==> config.mk <==
export PLATFORM = sky130hd
export DESIGN_NAME = serial_word_deserializer
export DESIGN_NICKNAME = d
export VERILOG_FILES = /design/src/rtl/serial_word_deserializer.sv
export SDC_FILE = /design/constraint.sdc
export NUM_CORES = 1
export LEC_CHECK = 0
export CORE_MARGIN = 5
export CORE_UTILIZATION = 40
export CTS_BUF_LIST = sky130_fd_sc_hd__clkbuf_8
export DETAILED_ROUTE_END_ITERATION = 10
export GPL_TIMING_DRIVEN = 0
export MAX_ROUTING_LAYER = met4
export PLACE_DENSITY = 0.68
export SYNTH_ARGS = -nofsm -noshare
export SYNTH_HDL_FRONTEND = slang
export SYNTH_SLANG_ARGS = --single-unit
==> constraint.sdc <==
create_clock -name clk -period 2.1 [get_ports clk]
set_input_delay 0.21 -clock clk [delete_from_list [all_inputs] [get_ports clk]]
set_output_delay 0.21 -clock clk [all_outputs]
set_load 0.1 [all_outputs]
==> src/rtl/serial_word_deserializer.sv <==
// serial_word_deserializer
// Bit-serial to WIDTH-bit parallel converter with valid/ready handshakes on
// both sides. The shift register keeps filling while the previous word waits
// in the output buffer. A word that completes while the buffer is still
// occupied is parked in the shift register (FULL state) until the buffer is
// taken.
// Optional feature macro: PARITY_CHECK_EN -- each frame carries one trailing
// even-parity bit and parity_err reports the check result with each word.
// Without the macro, frames are exactly WIDTH bits and parity_err is 0.

module serial_word_deserializer #(
   parameter int WIDTH     = 16,
   parameter int MSB_FIRST = 1
) (
   input  logic             clk,
   input  logic             reset,
   input  logic             sync,
   input  logic             ser_valid,
   input  logic             ser_bit,
   output logic             ser_ready,
   output logic             word_valid,
   input  logic             word_ready,
   output logic [WIDTH-1:0] word_data,
   output logic             parity_err
);

`ifdef PARITY_CHECK_EN
   localparam int PAR = 1;
`else
   localparam int PAR = 0;
`endif

   // Frame length and bit counter sizing
   localparam int N  = WIDTH + PAR;
   localparam int CW = $clog2(N + 1);
   localparam logic [CW-1:0] LAST = CW'(N - 1);

   typedef enum logic {
      SHIFT = 1'b0,
      FULL  = 1'b1
   } state_t;

   state_t           state_q, state_d;
   logic [CW-1:0]    count_q, count_d;
   logic [WIDTH-1:0] shreg_q, shreg_d;
   logic             ready_q, ready_d;
   logic             out_valid_q, out_valid_d;
   logic [WIDTH-1:0] out_data_q, out_data_d;

`ifdef PARITY_CHECK_EN
   logic             par_q, par_d;
   logic             hold_err_q, hold_err_d;
   logic             out_err_q, out_err_d;
   logic             err;
`endif

   logic             accept;
   logic             take;
   logic             load;
   logic [WIDTH-1:0] word;

   // Insert one received bit at the end selected by MSB_FIRST
   function automatic logic [WIDTH-1:0] shift_in(input logic [WIDTH-1:0] s,
                                                 input logic             b);
      if (MSB_FIRST != 0)
         return {s[WIDTH-2:0], b};
      else
         return {b, s[WIDTH-1:1]};
   endfunction

   // Next-state, counter, shift register and output buffer update
   always_comb begin
      state_d     = state_q;
      count_d     = count_q;
      shreg_d     = shreg_q;
      out_valid_d = out_valid_q;
      out_data_d  = out_data_q;
      load        = 1'b0;
      word        = shreg_q;
`ifdef PARITY_CHECK_EN
      par_d       = par_q;
      hold_err_d  = hold_err_q;
      out_err_d   = out_err_q;
      err         = 1'b0;
`endif
      accept      = ser_valid & ready_q;
      take        = out_valid_q & word_ready;

      case (state_q)
         SHIFT: begin
            if (sync) begin
               // Drop the partial word; a bit accepted now starts the new one
               count_d = '0;
`ifdef PARITY_CHECK_EN
               par_d   = 1'b0;
`endif
               if (accept) begin
                  count_d = CW'(1);
                  shreg_d = shift_in(shreg_q, ser_bit);
`ifdef PARITY_CHECK_EN
                  par_d   = ser_bit;
`endif
               end
            end else if (accept) begin
               if (count_q == LAST) begin
                  count_d = '0;
`ifdef PARITY_CHECK_EN
                  // Last bit is the parity bit: data is already complete
                  word  = shreg_q;
                  err   = par_q ^ ser_bit;
                  par_d = 1'b0;
`else
                  word  = shift_in(shreg_q, ser_bit);
`endif
                  if (!out_valid_q || take) begin
                     load = 1'b1;
                  end else begin
                     // Output busy: park the finished word until it is taken
                     state_d = FULL;
                     shreg_d = word;
`ifdef PARITY_CHECK_EN
                     hold_err_d = err;
`endif
                  end
               end else begin
                  count_d = count_q + CW'(1);
                  shreg_d = shift_in(shreg_q, ser_bit);
`ifdef PARITY_CHECK_EN
                  par_d   = par_q ^ ser_bit;
`endif
               end
            end
         end
         FULL: begin
            if (take) begin
               load    = 1'b1;
               word    = shreg_q;
`ifdef PARITY_CHECK_EN
               err     = hold_err_q;
`endif
               state_d = SHIFT;
               count_d = '0;
            end
         end
         default: begin
            state_d = SHIFT;
         end
      endcase

      if (load) begin
         out_valid_d = 1'b1;
         out_data_d  = word;
`ifdef PARITY_CHECK_EN
         out_err_d   = err;
`endif
      end else if (take) begin
         out_valid_d = 1'b0;
      end

      // Registered so ser_ready never sees word_ready combinationally
      ready_d = (state_d == SHIFT);
   end

   // State register; reset clears everything including buffered data
   always_ff @(posedge clk) begin
      if (reset) begin
         state_q     <= SHIFT;
         count_q     <= '0;
         shreg_q     <= '0;
         ready_q     <= 1'b0;
         out_valid_q <= 1'b0;
         out_data_q  <= '0;
`ifdef PARITY_CHECK_EN
         par_q       <= 1'b0;
         hold_err_q  <= 1'b0;
         out_err_q   <= 1'b0;
`endif
      end else begin
         state_q     <= state_d;
         count_q     <= count_d;
         shreg_q     <= shreg_d;
         ready_q     <= ready_d;
         out_valid_q <= out_valid_d;
         out_data_q  <= out_data_d;
`ifdef PARITY_CHECK_EN
         par_q       <= par_d;
         hold_err_q  <= hold_err_d;
         out_err_q   <= out_err_d;
`endif
      end
   end

   assign ser_ready  = ready_q;
   assign word_valid = out_valid_q;
   assign word_data  = out_data_q;
`ifdef PARITY_CHECK_EN
   assign parity_err = out_err_q;
`else
   assign parity_err = 1'b0;
`endif

endmodule

Word-level counts from Yosys, hierarchy flattened
Cells that the tools add are included.
{"block": "op_classes", "n_bitwise": 4, "n_addsub": 1, "eq_ne": 4, "muxes": 29, "reduce_logical": 5}
{"cell": "16-bit 2-to-1 mux", "count": 8}
{"cell": "16-bit case mux with 2 select lines", "count": 1}
{"cell": "5-bit 2-to-1 mux", "count": 4}
{"cell": "1-bit 2-to-1 mux", "count": 13}
{"cell": "5-bit case mux with 2 select lines", "count": 1}
{"cell": "3-bit != test, second input constant", "count": 2}
{"cell": "5-bit by 1-bit adder with 5-bit output, second input constant", "count": 1}
{"cell": "5-bit by 4-bit == test with 1-bit output, second input constant", "count": 1}
{"cell": "1-bit case mux with 2 select lines", "count": 2}
{"cell": "3-bit AND reduction", "count": 1}
{"cell": "1-bit bitwise AND", "count": 2}
{"cell": "2-bit by 1-bit != test with 1-bit output, second input constant", "count": 1}
{"cell": "1-bit inverter", "count": 2}
{"cell": "2-bit AND reduction", "count": 1}
{"cell": "2-bit nonzero test", "count": 1}
{"cell": "1-bit zero test", "count": 1}
{"cell": "1-bit logical OR", "count": 1}
{"block": "totals", "wordCells": 49, "ff_bits": 40, "input_bits": 6}

Longest topological paths before layout
{"block": "logic_depth", "word_depth": 8, "ltp_mapped": 6}

Worst setup path before layout
Ideal clock, no wire load.
{"block": "synth_timing", "path_type": "register to register", "startpoint": "register ready_q (netlist: ser_ready)", "endpoint": "register out_data_q[13] (netlist: word_data[13])", "setup_time_ns": 0.082, "slack_ns": -0.024, "stages_incl_launch_ff": 5, "path_buffers": 1, "t_required_ns": 2.018, "arrival_ns": 2.042, "period_less_slack_ns": 2.124, "path_cell_list": "dfxtp_1 and4bb_1 buf_2 or4b_1 o221ai_2"}
{"block": "synth_between", "elab_chain_len": 4}
{"item": "start, declared", "line": "46", "source": "logic ready_q, ready_d;"}
{"item": "start signal, assigned", "line": "182", "source": "ready_q <= ready_d;"}
{"item": "1-bit bitwise AND (*)", "line": "86", "source": "accept = ser_valid & ready_q;"}
{"item": "16-bit 2-to-1 mux / 1-bit 2-to-1 mux (equally long branches)", "line": "104", "source": "end else if (accept) begin"}
{"item": "16-bit 2-to-1 mux / 1-bit 2-to-1 mux (equally long branches)", "line": "91", "source": "if (sync) begin"}
{"item": "16-bit case mux with 2 select lines / 1-bit case mux with 2 select lines (equally long branches)", "line": "89", "source": "case (state_q)"}
{"item": "end signal, assigned", "line": "184", "source": "out_data_q <= out_data_d;"}
{"item": "end, declared", "line": "48", "source": "logic [WIDTH-1:0] out_data_q, out_data_d;"}
Mark *: on every way between the ends. The rest lies on a longest branch, timed or not.
A chain may end at the register's enable or synchronous reset.

Worst setup path after layout
{"block": "layout_timing", "startpoint": "register out_data_q[15] (netlist: word_data[15])", "endpoint": "output word_data[15]"}
{"item": "end, declared", "line": "23", "source": "output logic [WIDTH-1:0] word_data,"}
No word-level cell between the ends.

==> run summary <==
Outcome - completed
Slew at the pin closest to its max-slew limit - 0.9791 ns
Combined flip-flop and latch cell area - 802.0 µm²
Slowest Stage Delay on Critical Path - 1.16 ns
Synthesized net count - 200
Number of synthesized register bits - 40
Leading post-synthesis cells by instance count - sky130_fd_sc_hd__dfxtp_1 (40), sky130_fd_sc_hd__nand2b_1 (21), sky130_fd_sc_hd__inv_1 (17)
Number of clock sinks seen by CTS - 40
Antenna violations before repair - 0
Nets - 230
Slew headroom - 34.53%
IO buf count - 23
Final total power - 1.391 mW
Post-Syn Instances - 193
Type of destination of the critical path - output port
Cell type contributing the most total cell area after synthesis - sky130_fd_sc_hd__dfxtp_1
Synthesized area - 1989 µm²
Share of synthesized flip-flops with an asynchronous set or reset - 0%
Synth top area share - 40.25%
Initial standard-cell utilization of the core - 41.57%
Total DRC errors in the routed layout - 0
Detailed-route via count - 1566
Latest clock arrival within the worst-skew pair - 0.29 ns
Most common flop cell mapped by yosys - sky130_fd_sc_hd__dfxtp_1
Yosys warns - 0
Worst IR Drop VDD - 387.8 µV
Max-cap viol count - 0
Seq/Total Area, Yosys - 40.25%
Power per standard cell area - 581.2 nW/µm²
Clock slew seen by the registers of the worst setup and hold paths - 0.08 ns
Vias per inst - 5.381
Top delay family on crit path - buffers and inverters
H-tree levels - 2
CP Max Fanout - 3
Count of buffering cells on the critical path with inverters included - 1
End-of-flow core utilization - 50.01%
Overall die width - 80.53 µm
Routed Antenna Nets - 0
Post-synth EDFFs - 0
Syn_area_per_cell - 10.31 µm²
Total core area - 4786 µm²
Die area - 6484 µm²
Grt total ovfl - 0
Final routed wire length divided by cell count - 15.44 µm
Footprint of the multi-input gates - 1041 µm²
CTS tree - done
Vias in the first global route - 1557
Final critical delay including setup and external delays - 2.048 ns
Cts hold-fix bufs - 0
GRT Total Usage - 15.87%
Critical path launch point type - flop
Tcrit/Tclk final - 97.53%
Final wirelength - 4493 µm
Cell at the root of the clock tree - sky130_fd_sc_hd__clkbuf_8
Leakage component of the power - 0.8034 nW
Leading cell type by number of instances after synthesis - sky130_fd_sc_hd__dfxtp_1
# fillers - 474
Max Freq - 488.2 MHz
WS Path Type - reg2out
N_diodes - 0
Post-route clock skew - 0.003794 ns
RSZ-0062 raised after global routing - no
Placer Congestion - 0.7726
Slew Viols, Final - 0
Placement row count - 25
Fraction of layout instances using a drive strength above 1 - 13.84%
Number of detailed-route iterations in the first pass - 4
Post-synthesis cell type count - 39
I/O pin cnt - 25
Layout Area Growth over Synthesis - 20.31%
Vertical extent of the die - 80.53 µm
Cts bufs inserted - 5
Final count of negative-setup-slack endpoints - 0
Half-perimeter wire length after detailed placement - 3174 µm
Final Hold Viols - 0
Leading post-synthesis cells by cell area - sky130_fd_sc_hd__dfxtp_1 (40%), sky130_fd_sc_hd__mux2i_1 (8.1%), sky130_fd_sc_hd__or4b_1 (8.1%)
Required @ worst endpoint - 1.89 ns
Number of DRC markers in iteration 0 - 97
CP cell instances - clkdlybuf4s50_1
Pin count of the biggest net entering global routing - 12
Path category of the worst min-delay check - reg2reg
Arrival time of data at the critical path endpoint - 1.84 ns
Clock buffer depth - 2
CP max stage cell - sky130_fd_sc_hd__clkdlybuf4s50_1
First-pass GRT wire length - 7797 µm
[area by class of cell]
class	instances	area share, %
Multi-Input combinational cell	120	43.49
Sequential cell	40	33.51
Timing Repair Buffer	23	9.566
Buffer	16	3.502
Tap cell	67	3.502
Clock buffer	6	3.450
Inverter	17	2.666
Clock inverter	2	0.3136
[worst register-to-register path: cells and delay by family (launching register included)]
family                     cells  cell delay (ns)
and+or+nand+nor                1             0.21
adders and majority gates      1             0.28
AOI/OAI and AO/OA              2             0.48
buffers and inverters          2             0.41
DFF                            1             0.42
[per-layer routing]
metal	global-route usage, %	up-vias	routed length [µm]	share of wire [%]
met2	24.59	29	2085	46
met3	2.354	2	160	3.6
met4	5.068	0	8	0.18
met1	21.29	739	2239	50
li1	-	796	-	-
met5	-	-	0	0
[final timing paths]
kind | from | endpoint | slack (ns) | cells after the start
worst max register to register | count_q[0] | word_data[14] | 0.17 | 6
worst max-delay path | word_data[15] | word_data[15] | 0.05 | 1
worst min-delay path | count_q[4] | count_q[4] | 0.47 | 2
worst min register to register | count_q[4] | count_q[4] | 0.47 | 2
[sequential cells by signal, summed over array words and instances, names as in the netlist]
signal	cells
word_valid	1
count_q	5
word_data	16
ser_ready	1
state_q	1
shreg_q	16
[power breakdown]
| part | internal (mW) | leakage, nW | switching [mW] | total [mW] |
|---|---|---|---|---|
| Combinational | 0.0389 | 0.427 | 0.0637 | 0.103 |
| Clock | 0.258 | 0.0538 | 0.264 | 0.523 |
| Sequential | 0.762 | 0.323 | 0.00390 | 0.766 |
[layout by cell type (no fill, tap or decap), types with 2 or more instances in the layout]
cell type	netlist	final
sky130_fd_sc_hd__buf_2	7	7
sky130_fd_sc_hd__nand2b_1	21	21
sky130_fd_sc_hd__dfxtp_1	40	39
sky130_fd_sc_hd__inv_1	17	19
sky130_fd_sc_hd__and3_1	2	2
sky130_fd_sc_hd__buf_4	2	2
sky130_fd_sc_hd__clkdlybuf4s50_1	0	22
sky130_fd_sc_hd__nor2_1	2	2
sky130_fd_sc_hd__a311oi_1	2	2
sky130_fd_sc_hd__nand3_1	4	4
sky130_fd_sc_hd__a21oi_1	3	3
sky130_fd_sc_hd__or4b_1	16	16
sky130_fd_sc_hd__a22oi_1	16	16
sky130_fd_sc_hd__o221ai_1	6	6
sky130_fd_sc_hd__clkbuf_1	6	6
sky130_fd_sc_hd__clkbuf_8	0	6
sky130_fd_sc_hd__o221ai_2	10	10
sky130_fd_sc_hd__mux2i_1	16	16
[logic make-up (layout without fill, tap and decap cells)]
kind of cell             count (synthesis)  count (layout)  share of synthesized area, %
adder cells (fa/ha/maj)                  1               1                        0.6288
other                                    1               1                        0.1885
AND/OR/NAND/NOR                         53              53                         20.06
flip-flops                              40              40                         40.25
AO/OA/AOI/OAI                           49              49                         23.40
buffers and inverters                   33              64                         7.421
multiplexers                            16              16                         8.050
[per-stage QoR]
stage,setup slack [ns],hold WS [ns],cell area [µm²],std cells,TNS (ns)
after CTS,0.04681,0.4637,2394,291,0
final,0.05182,0.4708,2394,291,0
after floorplan,0.03682,0.3848,1991,193,0
after global routing,0.01162,0.5092,2394,291,0
after detailed placement,-0.02917,0.4516,2305,283,-0.08322
after global placement,0.01602,0.4453,2305,283,0
[what timing repair did]
action                     in CTS  in global routing
buffers inserted                0                  0
setup endpoints to repair       1                  0
resized for setup               1                  0
No activity file was read; power rests on OpenSTA's default activity.
